**src/rtl/core_lsu.sv**
```systemverilog
// rtl/core_lsu.sv - in-order load/store unit: issue FIFO, one memory transaction at a time, load writeback
// Optional response timeout enabled by defining CORE_LSU_TIMEOUT_EN.
module core_lsu #(
    parameter int WIDTH       = 32,
    parameter int REGS_CODING = 3,
    parameter int DEPTH       = 4,
    parameter int TIMEOUT     = 255
) (
    input  logic                   clk,
    input  logic                   rst_n,
    input  logic                   issue_valid,
    output logic                   issue_ready,
    input  logic                   issue_wren,
    input  logic [WIDTH-1:0]       issue_addr,
    input  logic [WIDTH-1:0]       issue_wdata,
    input  logic [REGS_CODING-1:0] issue_dest,
    output logic                   request,
    output logic                   wren,
    output logic [WIDTH-1:0]       address,
    output logic [WIDTH-1:0]       writedata,
    input  logic                   response,
    input  logic [WIDTH-1:0]       readdata,
    output logic                   wb_valid,
    output logic [REGS_CODING-1:0] wb_dest,
    output logic [WIDTH-1:0]       wb_data,
    output logic                   busy,
    output logic                   err
);

    localparam int PTR_W = $clog2(DEPTH);
    localparam int CNT_W = PTR_W + 1;

    typedef enum logic [1:0] {IDLE, REQ, TURN} state_t;

    state_t                 state;
    logic                   q_wren  [DEPTH];
    logic [WIDTH-1:0]       q_addr  [DEPTH];
    logic [WIDTH-1:0]       q_wdata [DEPTH];
    logic [REGS_CODING-1:0] q_dest  [DEPTH];
    logic [PTR_W-1:0]       wr_ptr;
    logic [PTR_W-1:0]       rd_ptr;
    logic [CNT_W-1:0]       count;
    logic [REGS_CODING-1:0] cur_dest;
    logic                   full;
    logic                   push;
    logic                   pop;

    assign full        = (count == CNT_W'(DEPTH));
    assign issue_ready = !full;
    assign push        = issue_valid && !full;
    // Popping from TURN as well keeps the request gap to the single turnaround cycle.
    assign pop         = (count != '0) && (state == IDLE || state == TURN);
    assign busy        = (count != '0) || (state != IDLE);

    always_ff @(posedge clk) begin
        if (push) begin
            q_wren[wr_ptr]  <= issue_wren;
            q_addr[wr_ptr]  <= issue_addr;
            q_wdata[wr_ptr] <= issue_wdata;
            q_dest[wr_ptr]  <= issue_dest;
        end
    end

    always_ff @(posedge clk or negedge rst_n) begin
        if (!rst_n) begin
            wr_ptr <= '0;
            rd_ptr <= '0;
            count  <= '0;
        end else begin
            if (push)
                wr_ptr <= wr_ptr + 1'b1;
            if (pop)
                rd_ptr <= rd_ptr + 1'b1;
            case ({push, pop})
                2'b10:   count <= count + 1'b1;
                2'b01:   count <= count - 1'b1;
                default: count <= count;
            endcase
        end
    end

`ifdef CORE_LSU_TIMEOUT_EN
    localparam int TMO_W = (TIMEOUT > 1) ? $clog2(TIMEOUT + 1) : 1;
    logic [TMO_W-1:0] tmo_cnt;
    logic             err_r;
    assign err = err_r;
`else
    assign err = 1'b0 && (TIMEOUT > 0);
`endif

    always_ff @(posedge clk or negedge rst_n) begin
        if (!rst_n) begin
            state     <= IDLE;
            request   <= 1'b0;
            wren      <= 1'b0;
            address   <= '0;
            writedata <= '0;
            cur_dest  <= '0;
            wb_valid  <= 1'b0;
            wb_dest   <= '0;
            wb_data   <= '0;
`ifdef CORE_LSU_TIMEOUT_EN
            tmo_cnt   <= '0;
            err_r     <= 1'b0;
`endif
        end else begin
            wb_valid <= 1'b0;
            case (state)
                IDLE, TURN: begin
                    if (pop) begin
                        request   <= 1'b1;
                        wren      <= q_wren[rd_ptr];
                        address   <= q_addr[rd_ptr];
                        writedata <= q_wdata[rd_ptr];
                        cur_dest  <= q_dest[rd_ptr];
`ifdef CORE_LSU_TIMEOUT_EN
                        tmo_cnt   <= '0;
`endif
                        state     <= REQ;
                    end else begin
                        state <= IDLE;
                    end
                end
                REQ: begin
                    if (response) begin
                        request <= 1'b0;
                        state   <= TURN;
                        if (!wren) begin
                            wb_valid <= 1'b1;
                            wb_dest  <= cur_dest;
                            wb_data  <= readdata;
                        end
`ifdef CORE_LSU_TIMEOUT_EN
                    end else if (tmo_cnt == TMO_W'(TIMEOUT - 1)) begin
                        // Abandoned loads still retire so the core does not stall on the register.
                        request <= 1'b0;
                        state   <= TURN;
                        err_r   <= 1'b1;
                        if (!wren) begin
                            wb_valid <= 1'b1;
                            wb_dest  <= cur_dest;
                            wb_data  <= '0;
                        end
                    end else begin
                        tmo_cnt <= tmo_cnt + 1'b1;
`endif
                    end
                end
                default: state <= IDLE;
            endcase
        end
    end

endmodule

```
**config.mk**
```make
export PLATFORM = sky130hd
export DESIGN_NAME = core_lsu
export DESIGN_NICKNAME = d
export VERILOG_FILES = /design/src/rtl/core_lsu.sv
export SDC_FILE = /design/constraint.sdc
export NUM_CORES = 1
export LEC_CHECK = 0
export CAP_MARGIN = 20
export CELL_PAD_IN_SITES_DETAIL_PLACEMENT = 1
export CELL_PAD_IN_SITES_GLOBAL_PLACEMENT = 2
export CORE_ASPECT_RATIO = 1.2
export CORE_MARGIN = 2
export CORE_UTILIZATION = 30
export DETAILED_ROUTE_END_ITERATION = 12
export PLACE_DENSITY = 0.65
export REMOVE_ABC_BUFFERS = 1
export SYNTH_ARGS = -nofsm -noshare
export SYNTH_HDL_FRONTEND = slang
export SYNTH_SLANG_ARGS = --single-unit
export TNS_END_PERCENT = 20
```
**constraint.sdc**
```tcl
create_clock -name clk -period 8.5 [get_ports clk]
set_clock_uncertainty 0.05 [all_clocks]
set_input_delay 0.85 -clock clk [delete_from_list [all_inputs] [get_ports clk]]
set_output_delay 0.85 -clock clk [all_outputs]
set_load 0.005 [all_outputs]
```
# == Yosys cells after proc, flatten, opt, wreduce, memory -nomap -nowiden ==
# Memories as Yosys holds them, arrays and structs flattened. A register that Yosys moved wholly into a read port is not among the register bits.
# Cells that the tools add are included.
# totals
register_bits,46
mem_bits_rw,272
out_inout_bits,105
mem_count,4
# memory_table
memory,words,width,read_ports,rd_clocked_by_memory_dff,wr,line_no,source
q_addr,4,32,1,1,1,37,logic [WIDTH-1:0] q_addr [DEPTH];
q_wdata,4,32,1,1,1,38,logic [WIDTH-1:0] q_wdata [DEPTH];
q_dest,4,3,1,1,1,39,logic [REGS_CODING-1:0] q_dest [DEPTH];
q_wren,4,1,1,1,1,36,logic q_wren [DEPTH];
# op_classes
add_sub_neg,4
n_eq_ne,7
mux,12
n_bitwise,1
reduce_logical,18
# ops
op,count
$mux W1,8
$pmux W3 S2,1
$reduce_and A3 Y1,2
$reduce_bool A2 Y1,3
$logic_not A1 Y1,5
$add A2 B1 Y2 const B,2
$eq A2 B1 Y1 const B,2
$eq A2 B2 Y1 const B,2
$ne A2 B2 Y1 const B,2
$pmux W2 S2,1
$add A3 B1 Y3 const B,1
$eq A3 B3 Y1 const B,1
$reduce_bool A3 Y1,1
$sub A3 B1 Y3 const B,1
$logic_and A1 B1 Y1,2
$logic_not A2 Y1,1
$logic_or A1 B1 Y1,2
$mux W2,1
$pmux W1 S2,1
$reduce_and A2 Y1,1
$reduce_or A2 Y1,1
$not A1 Y1,1

# == Depth between registers and ports, before layout ==
# Gate-level depths: netlist (run 1).
# logic_depth
ltp_word,5
depth_mapped,9

# == Least setup slack after synthesis (run 1) ==
# Ideal clock, no wire load.
# synth_timing
kind,input -> register
from,input issue_valid
to,memory q_addr[0][0] (enable)
arrival_ns,2.484
t_required_ns,8.016
setup_slack_ns,5.532
path_stages,1
path_cell_list,and3_1
# synth_between
elab_chain_len,3
# synth_rtl
element,line_no,source
start: declaration,11,"input logic issue_valid,"
$logic_and A1 B1 Y1,50,assign push = issue_valid && !full;
$mux W1,56,if (push) begin
$mux W1 (not written as such),58,q_addr[wr_ptr] <= issue_addr;
end: declaration,37,
# Every way passes these cells.

# == Worst setup path in the final report (run 1) ==
# layout_timing
from,register count[1]
to,output busy
# layout_between
elab_chain_len,2
# layout_rtl
element,line_no,source
start: declaration,42,logic [CNT_W-1:0] count;
start signal: assignment,75,2'b10: count <= count + 1'b1;
start signal: assignment,76,2'b01: count <= count - 1'b1;
start signal: assignment,77,default: count <= count;
$reduce_bool A3 Y1,53,assign busy = (count != '0) || (state != IDLE);
$logic_or A1 B1 Y1,53,
end: declaration,26,"output logic busy,"
# Every way passes these cells.

==> results of run 1 <==
logic make-up after synthesis:
| kind of cell | synth area share [%] |
|---|---|
| AO/OA/AOI/OAI | 0.132 |
| adder cells (fa/ha/maj) | 0.579 |
| flip-flops | 77.2 |
| XOR/XNOR | 0.368 |
| other | 0.0263 |
| AND/OR/NAND/NOR | 0.745 |
| buffers and inverters | 1.91 |
| multiplexers | 19.0 |
metal layers:
| layer | GRT usage (%) | share of wire [%] | up-vias |
|---|---|---|---|
| met5 | 0 | 0.044 | - |
| met4 | 4.77 | 2.6 | 2 |
| met2 | 21.0 | 50 | 202 |
| met3 | 2.83 | 5.6 | 50 |
| met1 | 15.1 | 42 | 3525 |
| li1 | - | - | 2959 |
through the flow:
step / utilization [%] / area [sq um] / instances / power, mW / setup WS [ps]
final: 39.1 / 18400 / 1514 / 6.70 / 5590
after CTS: 39.0 / 18300 / 1511 / 6.84 / 5500
after global placement: 36.1 / 17000 / 1434 / 4.96 / 5520
after floorplan: - / 14000 / 597 / 4.04 / 4680
after detailed placement: 36.1 / 17000 / 1434 / 5.01 / 5500
after global routing: 39.1 / 18400 / 1514 / 7.09 / 5450
how the worst max path moves through the flow:
stage                      from  cells after the start  slack (ps)              to
finish                 count[1]                      3        5590            busy
global route           count[1]                      3        5450            busy
CTS                    count[1]                      3        5500            busy
detailed placement  issue_valid                      3        5500  q_wdata[1][30]
global placement    issue_valid                      3        5520  q_wdata[1][11]
floorplan             rd_ptr[0]                      2        4680   writedata[26]
flip-flops by register name, summed over array words and instances, names as in the netlist, 2 cells and up:
name       count
q_dest        12
wr_ptr         2
q_addr       128
writedata     32
q_wdata      128
wb_data       32
q_wren         4
cur_dest       3
address       32
wb_dest        3
count          3
state          2
rd_ptr         2
layout make-up:
type                       count  area share, %
clock inverter                16          0.816
clock buffer                  61           6.55
multi-input combinational    204           16.3
timing repair buffer         217           12.0
inverter                       7          0.143
sequential                   386           59.9
tap                          623           4.24
cells in the mapped netlist, types with 2 or more instances:
cell type and count:
buf_6 18, mux4_2 68, nand2_1 2, mux2_2 100, xnor2_1 2, xor2_1 4
ha_1 5, buf_2 2, buf_4 2, inv_1 7, dfrtp_1 114, nor2_1 2
and3_1 4, clkbuf_1 5, edfxtp_1 272, mux2_4 3
power by group through the flow:
stage | Clock [mW] | Sequential, mW | Combinational, mW
2_1_floorplan | 0 | 2.95 | 1.09
3_3_place_gp | 0 | 2.97 | 1.99
3_5_place_dp | 0 | 3.00 | 2.01
4_1_cts | 1.86 | 2.96 | 2.02
5_1_grt | 1.93 | 2.95 | 2.21
6_report | 1.79 | 2.88 | 2.04
critical path, cell delays in order (launching register included):
cell             delay [ps]
dfrtp_1                 410
nor3_2                  410
nand2_1                 140
clkdlybuf4s50_1         480
==> summary.txt, run 1 <==
outcome: finished, final reports clean
commonest cells after routing, fill and taps aside: edfxtp_1, clkdlybuf4s50_1, dfrtp_1
sequential cell fraction of total power: 42.9%
PortBufs: 207
Synth Register Bits: 386
largest net degree at the start of global routing: 70
fin. max-slew vios: 0
area of the core: 0.0470 sq mm
synth warn: 0
register area share after synthesis: 77.2%
final setup fails: 0
HPWL Detailed: 17300 microns
post-CTS sizing: 0
Clock Path Buffers: 3
GP Congestion: 0.669
P&R area growth vs syn: 28.9%
# rows: 87
antenna-violating nets left: 0
Layout Nets: 968
post-CTS setup buffer count: 0
final hold slack: 229 ps
Final min period: 2910 ps
Crit Reg-Reg Endpoint: writedata[23]
Tcrit/Tclk final: 34.2%
Total Routing Usage GR: 12.3%
Post-Syn Instances: 624
Post-CTS Hold Fix Bufs: 0
filler cell count: 4597
fmax: 344 MHz
crit start category: flop
via count: 6738
Die Area: 0.0493 sq mm
Worst slew margin: 26.3%
CP endpoint kind: output port
Net Sw Power: 1.78 mW
RSZ-0062 raised after global routing: no
WP data arrival: 2010 ps
grt total ovfl: 0
DRT Pass-1 Iters: 4
H-tree levels: 2
mapped cell area: 0.0143 sq mm
Max-Cap Viols: 0
clk_lat worst skew: 560 ps
Diodes inserted: 0
syn avg cell area: 22.9 sq um
Die Ht: 243 microns
Starting DRT DRC Count: 184
Root Buffer: clkbuf_16
critical path peak fanout: 4
Cell Int Power: 4.92 mW
Num CTS Buffers: 42
Clk pwr share: 26.7%
type of the worst min-delay path: input pin to async pin
share of layout cells above drive strength 1: 27.9%
Power per Cell Area: 364 mW/mm^2
area of the multi-input gates: 0.00300 sq mm
first-pass GRT wire length: 45700 microns
ys flop type: edfxtp_1
drt drc: 0
Die W: 203 microns
Switching Share: 26.6%
Initial Utilization: 30.3%
post-synth cell types: 30
Logic pwr share: 30.4%
final hold violations: 0
required time of the critical path: 7600 ps
WL final: 29700 microns
clock sink count: 386
most common cell after layout, fill and taps aside: edfxtp_1
async set or reset register ratio after synthesis: 29.5%
DR WL/cell: 19.6 microns
initial antenna violation count: 1
Least-Margin Pin Slew: 1100 ps
dominant cells by area after synthesis: edfxtp_1, dfrtp_1, mux4_2, mux2_2, buf_6
drt via density: 4.45
r2r setup slk: 5750 ps
Worst R2R Start: rd_ptr[0]
Max VDD drop: 0.000187 V
total I/O pin count: 209
r2r worst-path depth: 3
leakage power: 6.38 nW
Setup TNS: 0 ps
number of global-route vias before repair: 7628
crit path kind: flop to output port
clk slew on worst S/H paths: 60 ps
top-area cell type share of the netlist area: 57.2%
CTS tree: yes
Post-synth EDFFs: 272
Synth area leader: edfxtp_1
Register Area: 0.0110 sq mm
No activity file was read; power rests on OpenSTA's default activity.
==> run 2: changes to the inputs <==
==> constraint.sdc (replaced) <==
create_clock -name clk -period 2.8 [get_ports clk]
set_clock_uncertainty 0.05 [all_clocks]
set_input_delay 0.28 -clock clk [delete_from_list [all_inputs] [get_ports clk]]
set_output_delay 0.28 -clock clk [all_outputs]
set_load 0.005 [all_outputs]
==> run 2 against run 1 <==
  * Clock power increased to 3.0 times the previous value
  * Critical path type is now flop to flop
  * Global-route usage increased by 0.58 points
  * Total power increased to 3.0 times the previous value
  * Via count increased by 1.4%
  * Register-to-register slack got worse by 5400 ps
  * Critical path depth increased by 6
  * Core utilization increased by 0.12 points
  * Flip-flop and latch count unchanged
  * Sequential share of layout area decreased by 0.19 points
  * Setup slack got worse by 5200 ps
  * Final cell count increased by 0.33%
  * Die area unchanged
==> summary.txt, run 2 (same netlist as run 1, synthesis figures left out) <==
antenna-violating nets left: 0
Total Routing Usage GR: 12.9%
WL final: 30800 microns
grt total ovfl: 0
area of the core: 0.0470 sq mm
P&R area growth vs syn: 29.3%
Worst slew margin: 60.9%
DR WL/cell: 20.3 microns
filler cell count: 4581
Num CTS Buffers: 41
Setup TNS: 0 ps
clock sink count: 386
fin. max-slew vios: 0
critical path peak fanout: 6
RSZ-0062 raised after global routing: no
first-pass GRT wire length: 47700 microns
post-CTS setup buffer count: 0
clk slew on worst S/H paths: 60 ps
type of the worst min-delay path: input pin to async pin
crit start category: flop
Starting DRT DRC Count: 245
Max-Cap Viols: 0
required time of the critical path: 3210 ps
CP endpoint kind: flop
Initial Utilization: 30.3%
final setup fails: 0
HPWL Detailed: 17900 microns
Largest regs: q_addr x128, q_wdata x128
Post-Route Utilization: 39.3%
Least-Margin Pin Slew: 587 ps
clk_lat worst skew: 550 ps
outcome: finished, final reports clean
number of global-route vias before repair: 7683
most common cell after layout, fill and taps aside: edfxtp_1
WP data arrival: 2830 ps
largest net degree at the start of global routing: 69
Die W: 203 microns
final instance area: 0.0185 sq mm
placed cell count: 1442
Root Buffer: clkbuf_16
Placed Area: 0.0171 sq mm
Die Ht: 243 microns
Max VDD drop: 0.000502 V
Die Area: 0.0493 sq mm
DRT Pass-1 Iters: 4
Layout Nets: 973
Power per Cell Area: 1100 mW/mm^2
fmax: 414 MHz
GP Congestion: 0.690
crit path launch: count[1]
final hold slack: 179 ps
total I/O pin count: 209
crit path kind: flop to flop
share of layout cells above drive strength 1: 28.5%
drt drc: 0
# rows: 87
post-CTS sizing: 0
via count: 6832
Tcrit/Tclk final: 86.4%
Diodes inserted: 0
leakage power: 6.40 nW
commonest cells after routing, fill and taps aside: edfxtp_1, clkdlybuf4s50_1, dfrtp_1
Worst R2R Start: count[1]
initial antenna violation count: 2
Clock Path Buffers: 3
Final min period: 2420 ps
final hold violations: 0
PortBufs: 207
final cell count without fillers: 1519
drt via density: 4.50
H-tree levels: 2
CTS tree: yes
[run 2: final timing paths]
| path | cells past startpoint | slack (ps) | end |
|---|---|---|---|
| hold / removal | 2 | 180 | address[15] |
| setup reg to reg | 9 | 380 | count[2] |
| max in group asynchronous | 3 | 1830 | writedata[2] |
| setup / recovery | 9 | 380 | count[2] |
| hold reg to reg | 1 | 440 | wb_data[18] |
| min in group clk | 2 | 300 | wb_data[18] |
[run 2: area by class of cell]
class | count | area [sq um] | area share, %
clock buffer | 60 | 1180 | 6.39
clock inverter | 16 | 134 | 0.725
inverter | 7 | 26.3 | 0.142
multi-input combinational | 204 | 3000 | 16.3
sequential | 386 | 11000 | 59.7
tap | 623 | 779 | 4.22
timing repair buffer | 223 | 2310 | 12.5
[run 2: layer usage]
| layer | share of wire, % | wire length [microns] | track usage (%) |
|---|---|---|---|
| met4 | 2.1 | 650 | 3.84 |
| met1 | 41 | 12700 | 15.5 |
| met2 | 51 | 15700 | 22.5 |
| met3 | 5.6 | 1740 | 3.44 |
| met5 | 0.088 | 27 | 0 |
[run 2: where the power goes]
| group | switching [mW] | internal [mW] |
|---|---|---|
| clock | 2.19 | 3.11 |
| sequential | 0.703 | 7.91 |
| combinational | 2.64 | 3.84 |
[run 2: what timing repair did]
item,4_1_cts,5_1_grt
endpoints found under the hold margin,39,0
hold buffers,1,0
setup endpoints to repair,0,0
[run 2: worst max-delay path, stage by stage (launching register included)]
cell and delay [ps]:
dfrtp_1 410, or3b_1 500, and2_4 230, inv_1 50
ha_1 190, inv_1 70, fa_1 370, xor2_1 170
nor2_1 130, xor2_1 170
[run 2: through the flow]
step / total power, mW / worst slack (ps)
finish: 20.4 / 382
global route: 21.6 / 213
CTS: 20.9 / 376
detailed placement: 15.5 / 393
global placement: 15.3 / 482
floorplan: 12.3 / -1020
